==> src/rtl/demux_pipe_if.sv <==
// Handshake bundle between the demux_pipe producer, its per-channel consumers and the demux itself.
// master = the side that drives the inputs of the demux; slave = the demux.
interface demux_pipe_if #(
    parameter int bus_size  = 8,
    parameter int sel_width = 4,
    parameter int channels  = 16
);
    logic [sel_width-1:0]         select;
    logic                         broadcast;
    logic [bus_size-1:0]          in;
    logic                         in_valid;
    logic                         in_ready;
    logic [channels*bus_size-1:0] out;
    logic [channels-1:0]          out_valid;
    logic [channels-1:0]          out_ready;
    logic                         sel_err;
    logic [15:0]                  xfer_count;

    modport master (
        output select, broadcast, in, in_valid, out_ready,
        input  in_ready, out, out_valid, sel_err, xfer_count
    );

    modport slave (
        input  select, broadcast, in, in_valid, out_ready,
        output in_ready, out, out_valid, sel_err, xfer_count
    );
endinterface

==> src/rtl/demux_pipe.sv <==
// One-deep per-channel demultiplexer: a word goes to one slot (unicast) or to every slot at once
// (broadcast), each slot holds it until its consumer takes it.
module demux_pipe #(
    parameter int bus_size  = 8,
    parameter int sel_width = 4,
    parameter int channels  = 16
) (
    input  logic        clk,
    input  logic        reset,
    demux_pipe_if.slave bus
);
    localparam logic [sel_width:0] CH_LIMIT = (sel_width + 1)'(channels);

    logic [bus_size-1:0] r_data [channels];
    logic [channels-1:0] r_valid;
    logic                r_sel_err;
    logic [15:0]         r_count;

    logic [channels-1:0] w_free;
    logic [channels-1:0] w_target;
    logic                w_sel_ok;
    logic                w_ready;
    logic                w_accept;

    // A slot is free if empty or being drained this very cycle.
    generate
        for (genvar gi = 0; gi < channels; gi++) begin : g_ch
            assign w_free[gi]   = !r_valid[gi] || bus.out_ready[gi];
            assign w_target[gi] = bus.broadcast || (bus.select == sel_width'(gi));
            assign bus.out[gi*bus_size +: bus_size] = r_data[gi];
        end
    endgenerate

    assign w_sel_ok = {1'b0, bus.select} < CH_LIMIT;
    assign w_ready  = !reset && (bus.broadcast ? (&w_free)
                                               : (w_sel_ok && |(w_target & w_free)));
    assign w_accept = bus.in_valid && w_ready;

    always_ff @(posedge clk or posedge reset) begin
        if (reset) begin
            for (int k = 0; k < channels; k++) begin
                r_data[k] <= '0;
            end
            r_valid <= '0;
        end else begin
            for (int k = 0; k < channels; k++) begin
                if (w_accept && w_target[k]) begin
                    r_data[k]  <= bus.in;
                    r_valid[k] <= 1'b1;
                end else if (bus.out_ready[k]) begin
                    r_valid[k] <= 1'b0;
                end
            end
        end
    end

    always_ff @(posedge clk or posedge reset) begin
        if (reset) begin
            r_sel_err <= 1'b0;
            r_count   <= '0;
        end else begin
            r_sel_err <= bus.in_valid && !bus.broadcast && !w_sel_ok;
            if (w_accept && (r_count != 16'hFFFF)) begin
                r_count <= r_count + 16'd1;
            end
        end
    end

    assign bus.in_ready   = w_ready;
    assign bus.out_valid  = r_valid;
    assign bus.sel_err    = r_sel_err;
    assign bus.xfer_count = r_count;
endmodule

==> src/flat_wrapper.sv <==
// flat-port wrapper written by rule: the top's interface ports become plain ports
module demux_pipe_flat 
#(
    parameter int bus_size  = 8,
    parameter int sel_width = 4,
    parameter int channels  = 16
)
  (clk, reset, bus_select, bus_broadcast, bus_in, bus_in_valid, bus_out_ready, bus_in_ready, bus_out, bus_out_valid, bus_sel_err, bus_xfer_count);
  demux_pipe_if #(.bus_size(bus_size), .sel_width(sel_width), .channels(channels)) bus_i ();
  input  logic clk;
  input  logic reset;
  input wire logic [$bits(bus_i.select)-1:0] bus_select;
  input wire logic [$bits(bus_i.broadcast)-1:0] bus_broadcast;
  input wire logic [$bits(bus_i.in)-1:0] bus_in;
  input wire logic [$bits(bus_i.in_valid)-1:0] bus_in_valid;
  input wire logic [$bits(bus_i.out_ready)-1:0] bus_out_ready;
  output wire logic [$bits(bus_i.in_ready)-1:0] bus_in_ready;
  output wire logic [$bits(bus_i.out)-1:0] bus_out;
  output wire logic [$bits(bus_i.out_valid)-1:0] bus_out_valid;
  output wire logic [$bits(bus_i.sel_err)-1:0] bus_sel_err;
  output wire logic [$bits(bus_i.xfer_count)-1:0] bus_xfer_count;
  assign bus_i.select = bus_select;
  assign bus_i.broadcast = bus_broadcast;
  assign bus_i.in = bus_in;
  assign bus_i.in_valid = bus_in_valid;
  assign bus_i.out_ready = bus_out_ready;
  assign bus_in_ready = bus_i.in_ready;
  assign bus_out = bus_i.out;
  assign bus_out_valid = bus_i.out_valid;
  assign bus_sel_err = bus_i.sel_err;
  assign bus_xfer_count = bus_i.xfer_count;
  demux_pipe #(.bus_size(bus_size), .sel_width(sel_width), .channels(channels)) u_core (.clk(clk), .reset(reset), .bus(bus_i));
endmodule
==> config.mk <==
export PLATFORM = sky130hd
export DESIGN_NAME = demux_pipe_flat
export DESIGN_NICKNAME = d
export VERILOG_FILES = /design/src/rtl/demux_pipe_if.sv /design/src/rtl/demux_pipe.sv /design/src/flat_wrapper.sv
export SDC_FILE = /design/constraint.sdc
export NUM_CORES = 1
export LEC_CHECK = 0
export ABC_AREA = 1
export CAP_MARGIN = 20
export CORE_MARGIN = 2
export CORE_UTILIZATION = 52
export DETAILED_ROUTE_END_ITERATION = 8
export GPL_ROUTABILITY_DRIVEN = 1
export PLACE_DENSITY_LB_ADDON = 0.2
export SLEW_MARGIN = 20
export SYNTH_ARGS = -nofsm -noshare
export SYNTH_HDL_FRONTEND = slang
export SYNTH_SLANG_ARGS = --single-unit
==> constraint.sdc <==
create_clock -name clk -period 16 [get_ports clk]
set_input_delay 1.6 -clock clk [delete_from_list [all_inputs] [get_ports clk]]
set_output_delay 1.6 -clock clk [all_outputs]
set_load 0.02 [all_outputs]
Word-level counts from Yosys, hierarchy flattened
Index checks and enable logic that the tools add are counted.
{"block": "word_totals", "register_bits": 160, "latch_bits": 0, "mem_bits_rw": 0, "mem_bits_ro": 0, "in_bits": 32, "out_inout_bits": 162, "memories": 0}
{"block": "op_classes", "n_addsub": 1, "mul": 0, "n_div": 0, "n_lt_le_gt_ge": 0, "n_eq_ne": 16, "shift": 0, "mux": 33, "n_bitwise": 1, "reduce_logical": 87}
{"cell": "$mux 1", "n": 33}
{"cell": "$eq 4x4->1 const B", "n": 8}
{"cell": "$logic_or 1x1->1", "n": 32}
{"cell": "$reduce_bool 2->1", "n": 16}
{"cell": "$logic_and 1x1->1", "n": 19}
{"cell": "$logic_not 1->1", "n": 17}
{"cell": "$add 16x1->16 const B", "n": 1}
{"cell": "$and 16x16->16", "n": 1}
{"cell": "$eq 4x3->1 const B", "n": 4}
{"cell": "$ne 16x16->1 const B", "n": 1}
{"cell": "$reduce_and 16->1", "n": 1}
{"cell": "$reduce_or 16->1", "n": 1}
{"cell": "$eq 4x2->1 const B", "n": 2}
{"cell": "$eq 4x1->1 const B", "n": 1}
{"cell": "$logic_not 4->1", "n": 1}

Logic depth before layout (Yosys ltp)
{"block": "depth", "ltp_word": 9, "mapped_depth": 14}

Worst setup path after synthesis
OpenSTA, ideal clock, no wires.
{"block": "synth_path", "path_type": "input-to-output", "startpoint": "input reset", "endpoint": "output bus_in_ready", "arrival_time_ps": 6310, "t_required_ps": 14400, "setup_slack_ps": 8090, "path_stages": 4, "path_buffers": 1, "path_cell_list": "inv_1 -> o21ai_1 -> nor2_8 -> buf_2"}
{"block": "synth_via", "elab_chain_len": 2}
{"item": "from (decl)", "line_no": "flat_wrapper.sv:11", "rtl": "input logic reset;"}
{"item": "$logic_not 1->1", "line_no": "demux_pipe.sv:35", "rtl": "assign w_ready = !reset && (bus.broadcast ? (&w_free)"}
{"item": "$logic_and 1x1->1", "line_no": "demux_pipe.sv:35"}
{"item": "to (decl)", "line_no": "flat_wrapper.sv:17", "rtl": "output wire logic [$bits(bus_i.in_ready)-1:0] bus_in_ready;"}
Every way passes these cells.

Worst setup path after layout
{"block": "layout_path", "startpoint": "input bus_broadcast", "endpoint": "output bus_in_ready"}
{"block": "layout_via", "elab_chain_len": 5, "word_cells_on_any_way": 20, "classes_between": "mux: 1; bitwise: 1; reduce/logical: 18"}
{"item": "from (decl)", "line_no": "flat_wrapper.sv:13", "rtl": "input wire logic [$bits(bus_i.broadcast)-1:0] bus_broadcast;"}
{"item": "$logic_or 1x1->1", "line_no": "demux_pipe.sv:29", "rtl": "assign w_target[gi] = bus.broadcast || (bus.select == sel_width'(gi));"}
{"item": "$and 16x16->16", "line_no": "demux_pipe.sv:36", "rtl": ": (w_sel_ok && |(w_target & w_free)));"}
{"item": "$reduce_or 16->1", "line_no": "demux_pipe.sv:36"}
{"item": "$mux 1 *", "line_no": "demux_pipe.sv:35"}
{"item": "$logic_and 1x1->1 *", "line_no": "demux_pipe.sv:35"}
Every way passes the cells marked *; elsewhere a longest branch is shown, timed or not.

==> metrics.txt <==
Crit. End Element output port; sequential power share 38.0%; Hold Fails Final Rpt 0; antenna viol nets, final 0; clock share of power 28.7%; max incr delay on CP 680 ps; clk_skew 13.38 ps; Worst R2R Path Depth 7; met2 wire len 10390 um; Post-Synth XOR/XNOR Area 1.494%; cell count after placement 1202; register area share after synthesis 52.55%; Int Power 988.9 uW; # IOs 194; Worst Path Required 14400 ps; nets 1070; Crit Path Category in2out; outcome finished clean; worst rel slew slack 30.40%; Final Setup Violations 0; Leakage 5.022 nW; CTS root buffer clkbuf_16; worst min-delay path startpoint u_core.bus.out[72]$_DFFE_PP0P_; H-tree Lvls 4; combinational share of power 33.2%; initial antenna violation count 0; cell row count 44; Area growth, synth to finish 33.04%; RSZ-0062 raised after global routing false; met3 routed WL 1402 um; die width 125.0 um; multiplexer area fraction after synthesis 0%; largest net degree at the start of global routing 121; Critical Path Start Type input port; most used cell, CP nand2_1; Final Max Tran Viols 0; total negative slack 0 ps; CP startpoint bus_broadcast; CP arrival 4370 ps; Worst R2R Start u_core.bus.xfer_count[0]$_DFFE_PP0P_; Post-synth EDFFs 0; post-synthesis simple-gate area fraction 39.71%; clock-pin slew on the worst setup and hold paths 60 ps; DRC Markers 0; PnR Total Power 1.494 mW; CP max FO 26; Total Wirelength 21670 um; Starting Density 52.82%; final core occ 70.27%; hold_buf cts 0; CTS tree built; Clock Latency Late Sink 430 ps; Worst R2R Setup Slack 13260 ps; Slew @ Worst Pin 1041 ps; CP Cell Sequence clkdlybuf4s50_1 > clkinv_2 > nand2_1 > nand2_1 > nand2_1 > nor2_1 > nand2_1 > nor2_2 > nor2_8 > clkdlybuf4s50_1; wire per inst 17.56 um; first drt pass iteration count 6; initial drt markers 718; Hold Path Depth 2; Port Buf Inserts 192; Final HPWL DP 13890 um; vias 6912; Post-Synth Adder-Cell Area 0.1642%; hold crit path type reg2reg; Synth async-reset ratio 100.0%; CTS resizes 0; final instance area 10140 um^2; antenna diode count 0; most common cell after layout, fill and taps aside nand2_1; CTS max path bufs 2; fin worst setup slack 10030 ps; DP Worst Slack 10070 ps; Hold WS 480.5 ps; GRT Residual Overflow 0; max_cap viols 0; Peak VDD IR 0.00009306 V; vias per std cell 5.601; Mapped Nets 912; CTS buffer count 17; largest family of logic cells by synthesized area simple AND/OR/NAND/NOR gates; M1 WL 9343 um; Syn Std Cell Area 7619 um^2; sw power 504.9 uW; routability cong. 0.8448; core area 14420 um^2; Slowest cell on crit path clkdlybuf4s50_1; most frequent cells in the layout 387 x nand2_1, 191 x clkdlybuf4s50_1, 160 x dfrtp_1, 145 x nand4_1, 32 x inv_1; fin crit share 37.32%; placed instance area 9510 um^2; ys flop type dfrtp_1; top sig layer met4; switch share 33.80%; first-pass GRT wire length 34780 um; Ys Warns 0; pwr dens 147.4 nW/um^2; GRT Util Overall 28.03%; FF+latch count, synth 160; Mean Syn Cell Area 8.667 um^2; vias in the first global route 6491; layout cells sized above 1 7.810%; die height 125.0 um; Yosys cell types 29; Synth Area in Compound Gates 0.3449%; Post-Synthesis Cells 879; fin cells 1234; min Tclk post-route 5971 ps; Setup Buffers After CTS 0; Die Footprint 15640 um^2; clk sink count 160; Peak Freq 167.5 MHz
-- worst max-delay path, delay by kind of cell --
family                 cells  cell delay [ps]
and+or+nand+nor            7             1140
buffers and inverters      3             1620
-- power groups by stage --
stage,Clock (mW),Combinational (mW),Sequential (mW)
2_1_floorplan,0,0.142,0.677
3_3_place_gp,0,0.488,0.572
3_5_place_dp,0,0.497,0.572
4_1_cts,0.433,0.500,0.568
5_1_grt,0.450,0.532,0.579
6_report,0.429,0.497,0.568
-- final timing paths --
kind	endpoint
max in group asynchronous	u_core.bus.out[61]$_DFFE_PP0P_
worst min-delay path	u_core.bus.out[72]$_DFFE_PP0P_
worst max-delay path	bus_in_ready
worst min register to register	u_core.bus.out[72]$_DFFE_PP0P_
min in group asynchronous	u_core.bus.out[74]$_DFFE_PP0P_
worst max register to register	u_core.bus.xfer_count[10]$_DFFE_PP0P_
-- kinds of logic after synthesis --
logic type | count (synthesis)
AO/OA/AOI/OAI | 3
adder cells (fa/ha/maj) | 1
flip-flops | 160
other | 1
AND/OR/NAND/NOR | 607
buffers and inverters | 94
XOR/XNOR | 13
-- metal layers --
layer | vias to the layer above | GRT usage (%)
met1 | 3322 | 39.22
li1 | 3250 | -
met3 | 47 | 4.835
met5 | - | 0
met4 | 0 | 10.52
met2 | 293 | 44.28
-- state kept, by name, indices dropped and copies added (netlist names) --
signal	cells
u_core.bus.out	128
u_core.bus.out_valid	16
u_core.bus.xfer_count	16
-- layout make-up --
class	count	area, um^2
inverter	38	148.9
fill	1146	4288
tap	184	230.2
clock inverter	11	161.4
timing repair buffer	195	1949
sequential	160	4004
multi-input combinational	625	3182
clock buffer	21	460.4
-- cell usage after synthesis, types with 2 or more instances --
library cell,n,area [um^2]
nor2_2,6,37.54
nor2_1,20,75.07
nand4_4,11,234.0
nand4_1,145,907.1
clkbuf_1,33,123.9
dfrtp_1,160,4004
nand4_2,6,75.07
nand2_2,8,50.05
nand2_1,387,1453
xor2_1,9,78.83
buf_6,2,22.52
xnor2_1,4,35.03
inv_2,4,15.01
nand3_1,8,40.04
buf_4,9,67.56
nand2_4,8,90.09
nor3_1,5,25.02
buf_2,11,55.05
inv_1,33,123.9
(Power assumes the default switching activity.)
